## src/rtl/picosoc_mem_arbiter_pkg.sv

```systemverilog
// Shared definitions for the two-master memory arbiter: state encoding,
// watchdog width, forced read data and the per-master request bundle.
package picosoc_mem_arbiter_pkg;

  localparam int CNT_W = 16;

  localparam logic [0:0] ST_IDLE = 1'b0;
  localparam logic [0:0] ST_BUSY = 1'b1;

  localparam logic [31:0] TIMEOUT_RDATA = 32'hFFFF_FFFF;

  typedef struct packed {
    logic        valid;
    logic [31:0] addr;
    logic [31:0] wdata;
    logic [3:0]  wstrb;
  } mem_req_t;

endpackage

```

## src/rtl/picosoc_bus_watchdog.sv

```systemverilog
// Saturating transfer-age counter; flags expiry on the last allowed cycle
// unless the slave completes in that same cycle.
module picosoc_bus_watchdog
  import picosoc_mem_arbiter_pkg::*;
#(
  parameter int unsigned TIMEOUT_CYCLES = 1024
) (
  input  logic clk,
  input  logic reset,
  input  logic clear,
  input  logic enable,
  input  logic hit,
  output logic expired
);

  localparam logic             WD_ON = (TIMEOUT_CYCLES != 0);
  localparam logic [CNT_W-1:0] LIMIT = CNT_W'(TIMEOUT_CYCLES - 1);

  logic [CNT_W-1:0] r_count;

  // NOTE: sequential state uses non-blocking assignments so every flop
  // samples pre-edge values regardless of block ordering.
  always_ff @(posedge clk or posedge reset) begin
    if (reset) begin
      r_count <= '0;
    end else if (clear) begin
      r_count <= '0;
    end else if (enable && !hit && (r_count != '1)) begin
      r_count <= r_count + 1'b1;
    end
  end

  assign expired = WD_ON && enable && !hit && (r_count == LIMIT);

endmodule

```

## src/rtl/picosoc_mem_arbiter.sv

```systemverilog
// Two-master round-robin arbiter onto a single picorv32-style memory port,
// with abort handling and a watchdog that force-completes stalled transfers.
module picosoc_mem_arbiter
  import picosoc_mem_arbiter_pkg::*;
#(
  parameter int unsigned TIMEOUT_CYCLES = 1024,
  parameter bit          RESET_PRIO     = 1'b0
) (
  input  logic        clk,
  input  logic        reset,
  input  logic        m0_valid,
  input  logic [31:0] m0_addr,
  input  logic [31:0] m0_wdata,
  input  logic [3:0]  m0_wstrb,
  output logic        m0_ready,
  output logic [31:0] m0_rdata,
  input  logic        m1_valid,
  input  logic [31:0] m1_addr,
  input  logic [31:0] m1_wdata,
  input  logic [3:0]  m1_wstrb,
  output logic        m1_ready,
  output logic [31:0] m1_rdata,
  output logic        s_valid,
  output logic [31:0] s_addr,
  output logic [31:0] s_wdata,
  output logic [3:0]  s_wstrb,
  input  logic        s_ready,
  input  logic [31:0] s_rdata,
  output logic        grant_id,
  output logic        timeout_err,
  input  logic        err_clr
);

  logic [0:0]  r_state;
  logic        r_grant;
  logic        r_prio;
  logic        r_err;

  mem_req_t    w_m0;
  mem_req_t    w_m1;
  mem_req_t    w_sel;
  logic        w_busy;
  logic        w_live;
  logic        w_done;
  logic        w_expired;
  logic        w_finish;
  logic [31:0] w_rdata;

  assign w_m0  = '{valid: m0_valid, addr: m0_addr, wdata: m0_wdata, wstrb: m0_wstrb};
  assign w_m1  = '{valid: m1_valid, addr: m1_addr, wdata: m1_wdata, wstrb: m1_wstrb};
  assign w_sel = r_grant ? w_m1 : w_m0;

  // A granted master that drops valid aborts: nothing is forwarded that cycle.
  assign w_busy   = (r_state == ST_BUSY);
  assign w_live   = w_busy && w_sel.valid;
  assign w_done   = w_live && s_ready;
  assign w_finish = w_done || w_expired;

  picosoc_bus_watchdog #(
    .TIMEOUT_CYCLES(TIMEOUT_CYCLES)
  ) u_watchdog (
    .clk    (clk),
    .reset  (reset),
    .clear  (!w_busy),
    .enable (w_live),
    .hit    (s_ready),
    .expired(w_expired)
  );

  assign s_valid  = w_live && !w_expired;
  assign s_addr   = w_sel.addr;
  assign s_wdata  = w_sel.wdata;
  assign s_wstrb  = w_sel.wstrb;

  assign w_rdata  = w_expired ? TIMEOUT_RDATA : s_rdata;
  assign m0_ready = w_finish && !r_grant;
  assign m1_ready = w_finish &&  r_grant;
  assign m0_rdata = w_rdata;
  assign m1_rdata = w_rdata;

  assign grant_id    = r_grant;
  assign timeout_err = r_err;

  always_ff @(posedge clk or posedge reset) begin
    if (reset) begin
      r_state <= ST_IDLE;
      r_grant <= RESET_PRIO;
      r_prio  <= RESET_PRIO;
      r_err   <= 1'b0;
    end else begin
      if (w_expired) begin
        r_err <= 1'b1;
      end else if (err_clr) begin
        r_err <= 1'b0;
      end

      if (!w_busy) begin
        if (m0_valid || m1_valid) begin
          r_state <= ST_BUSY;
          r_grant <= (m0_valid && m1_valid) ? r_prio : m1_valid;
        end
      end else if (w_finish) begin
        r_state <= ST_IDLE;
        r_prio  <= !r_grant;
      end else if (!w_sel.valid) begin
        r_state <= ST_IDLE;
      end
    end
  end

endmodule

```

## config.mk

```make
export PLATFORM = sky130hd
export DESIGN_NAME = picosoc_mem_arbiter
export DESIGN_NICKNAME = d
export VERILOG_FILES = /design/src/rtl/picosoc_mem_arbiter_pkg.sv /design/src/rtl/picosoc_bus_watchdog.sv /design/src/rtl/picosoc_mem_arbiter.sv
export SDC_FILE = /design/constraint.sdc
export NUM_CORES = 1
export LEC_CHECK = 0
export ABC_AREA = 0
export CAP_MARGIN = 20
export CORE_AREA = 2 2 121 123
export CTS_CLUSTER_SIZE = 30
export DETAILED_ROUTE_END_ITERATION = 8
export DIE_AREA = 0 0 123 125
export PLACE_DENSITY = 0.69
export SYNTH_ARGS = -nofsm -noshare
export SYNTH_HDL_FRONTEND = slang
export SYNTH_SLANG_ARGS = --single-unit
export TNS_END_PERCENT = 10
```

## constraint.sdc

```tcl
create_clock -name clk -period 2.8 [get_ports clk]
set_input_delay 0.28 -clock clk [delete_from_list [all_inputs] [get_ports clk]]
set_output_delay 0.28 -clock clk [all_outputs]
set_load 0.01 [all_outputs]
```

==> results.tsv <==
stage	metric	value	unit
status	status	finished, final reports clean	
clock_tree	clk buf depth	2	
timing	Layout Skew	0.006792	ns
route	ANT nets after route	0	
route	DR iter-0 viols	91	
die	core region area	14200	um^2
pwr	combinational share of power	0.749	
die	die height	125	um
setup_path	cells on worst reg2reg path	6	
placement	Placed Cells	722	
clock_tree	clk slew on worst S/H paths	0.06	ns
synth	FFs w/ async S/R, synth	1.000	
setup_path	Critical Path RT	2.52	ns
clock_tree	# hold bufs at CTS	0	
synth	Unique masters post-synth	38	
timing	Fmax	0.3730	GHz
clock_tree	CTS sink count	20	
setup_path	Arr. time, crit path	2.40	ns
grt	vias in the first global route	3330	
setup_path	number of cells on the critical path	7	
pwr	PwrDens	527.2	nW/um^2
route	Routed WL per cell	21.04	um
setup_path	CP cell instances	ha_2, nand2_1, or3_4, or4_4, buf_4, and2_4, dlygate4sd2_1	
route	via/cell ratio	4.224	
placement	port bufs	310	
cells_and_area	most common cell after layout, fill and taps aside	clkdlybuf4s50_1	
die	site row count	44	
timing	RSZ-0062 raised after global routing	no	
grt	pin count of the biggest net entering global routing	74	
pwr	switch share	0.3700	
grt	grt total ovfl	0	
cells_and_area	final non-filler cell total	731	
timing	fin crit period	2.681	ns
die	Die X	123	um
pwr	Max IR drop VDD	364.6	uV
setup_path	buffers and inverters on the worst path	2	
grt	GRT Resource Usage Total	0.1923	
placement	Setup Slack @ Placement	0.01931	ns
setup_path	crit path kind	register to output pin	
placement	hpwl dp	13490	um
cells_and_area	Area Overhead vs Synth	134.4	%
route	via count	3088	
synth	Post-Syn Instances	263	
synth	synthesized area per cell	8.996	um^2
timing	setup ws final	0.1192	ns
grt	initial antenna violation count	5	
synth	#FFs+latches synth	20	
die	DIE AREA	15380	um^2
pwr	P_leak	2.246	nW
grt	first-pass GRT wire length	21320	um
cells_and_area	layout cells sized above 1	0.1801	
die	Initial Util	0.1666	
cells_and_area	Layout Nets	720	
route	First-pass DRT Iterations	4	
setup_path	CP peak stage delay	0.52	ns
route	WL final	15380	um
pwr	internal power	1.842	mW
pwr	Switch Pwr	1.082	mW
clock_tree	clk root buf	clkbuf_16	
setup_path	startpoint types	register	
setup_path	CP max-delay cell	or4_4	
route	DRC violations left	0	
worst_hold_path	class of the worst hold path	primary input to async pin	
synth	yosys warns	0	
die	# IOs	311	
clock_tree	Clk Latency, worst-skew pair	0.26	ns
clock_tree	H-tree levels	1	
synth	ys flop type	dfrtp_1	
clock_tree	CTS tree	done	
synth	number of enable flip-flop cells after synthesis	0	
setup_path	maximum fanout along the worst path	7	
setup_path	delay-heaviest family, CP	simple AND/OR/NAND/NOR gates	
cells_and_area	most frequent cells in the layout	244 x clkdlybuf4s50_1, 68 x mux2_2, 64 x dlygate4sd2_1, 32 x nand2b_1, 19 x dfrtp_1	
timing	Final Hold Fails	0	
timing	worst slew pin tran	0.8919	ns
placement	GPL Wtd Cong	0.9413	
synth	Syn Std Cell Area	2366	um^2
run	maxcap violations	0	
pwr	clock network power share	0.136	
timing	Slew headroom	0.4054	
setup_path	Critical Path Sink Type	output pin	
timing	fin crit share	0.9574	
timing	setup TNS	0	ns
cells_and_area	Fill cells	1434	
timing	Max Slew Vio Count	0	
pwr	Tot Pwr	2.924	mW
synth	Seq/Total Area, Yosys	0.2115	
synth	Syn Nets	438	
timing	Setup Viol. Count Final	0	
pwr	Sequential Power Share	0.115	
clock_tree	Num CTS Buffers	3	
setup_path	flop2flop setup slack	0.73	ns
## power by group through the flow
| stage | sequential, mW | clock [mW] | combinational (mW) |
|---|---|---|---|
| floorplan | 0.341 | 0 | 0.980 |
| finish | 0.337 | 0.398 | 2.19 |
| global placement | 0.342 | 0 | 2.20 |
| global route | 0.342 | 0.417 | 2.34 |
| detailed placement | 0.343 | 0 | 2.20 |
| CTS | 0.338 | 0.407 | 2.19 |
## timing repair
| action | CTS | global route |
|---|---|---|
| pin swaps | 0 | 2 |
| endpoints found under the hold margin | 0 | 0 |
| endpoints found under the setup margin | 65 | 54 |
| gates cloned | 0 | 0 |
| buffers inserted | 0 | 2 |
| resized for setup | 66 | 4 |
## logic make-up after synthesis
| group | after synthesis | share of synthesized area |
|---|---|---|
| compound gates | 22 | 0.06134 |
| xor+xnor | 8 | 0.02962 |
| fa+ha+maj | 1 | 0.005287 |
| buf+inv | 53 | 0.1417 |
| flops | 20 | 0.2115 |
| mux | 70 | 0.3321 |
| simple gates | 89 | 0.2184 |
## flip-flops by register name (all words and copies together), names as in the netlist
register and cells:
u_watchdog.r_count 16, r_prio 1, timeout_err 1, grant_id 1
r_state 1
## worst register-to-register path, stage by stage, from the launching register on
cell     delay (ns)
dfrtp_2        0.40
mux2i_1        0.13
buf_4          0.14
or2_2          0.38
or3_1          0.60
nand3_1        0.17
o21ai_0        0.10
## path summary, 6_finish.rpt
kind | start | to
max in group asynchronous | reset | grant_id
max reg2reg | grant_id | u_watchdog.r_count[1]
min | reset | u_watchdog.r_count[5]
min reg2reg | r_prio | r_prio
min in group clk | r_prio | r_prio
max | u_watchdog.r_count[0] | s_valid
## routing by layer
metal,vias up,track usage,wire [um]
li1,1466,-,-
met1,1437,0.2039,5533
met2,170,0.2909,6484
met3,9,0.1848,3289
met4,6,0.01203,37
met5,-,0,32
## final cells by class
cell class / count / area, um^2 / share of cell area
Antenna cell: 3 / 7.507 / 0.001353
Clock buffer: 3 / 75.07 / 0.01353
Clock inverter: 1 / 30.03 / 0.005414
Inverter: 5 / 18.77 / 0.003384
Multi-Input combinational cell: 190 / 1538 / 0.2772
Sequential cell: 20 / 501.7 / 0.09046
Tap cell: 184 / 230.2 / 0.04151
Timing Repair Buffer: 325 / 3146 / 0.5671
## cell usage after synthesis (2+ instances only)
cell type	count	area share
a21oi_1	3	0.0063
buf_1	7	0.011
buf_2	4	0.0085
buf_4	33	0.10
clkbuf_1	3	0.0048
dfrtp_1	20	0.21
inv_1	5	0.0079
mux2_2	68	0.32
mux2i_1	2	0.0085
nand2_1	9	0.014
nand2b_1	32	0.085
nand3_1	10	0.021
nand4_1	3	0.0079
nor2_1	11	0.017
nor3_1	6	0.013
nor3b_1	2	0.0063
nor4_1	3	0.0079
o21ai_0	6	0.013
o311ai_0	4	0.015
o31ai_1	6	0.019
or2_2	2	0.0053
or4_1	2	0.0063
xnor2_1	6	0.022
xor2_1	2	0.0074
## through the flow
step | util | hold WS [ns] | instance area, um^2
CTS | 0.3887 | 0.5205 | 5520
global route | 0.3900 | 0.5425 | 5539
finish | 0.3905 | 0.4863 | 5547
floorplan | - | 0.2438 | 2366
global placement | 0.3868 | 0.4874 | 5494
detailed placement | 0.3868 | 0.5097 | 5494
(Power assumes the default switching activity.)
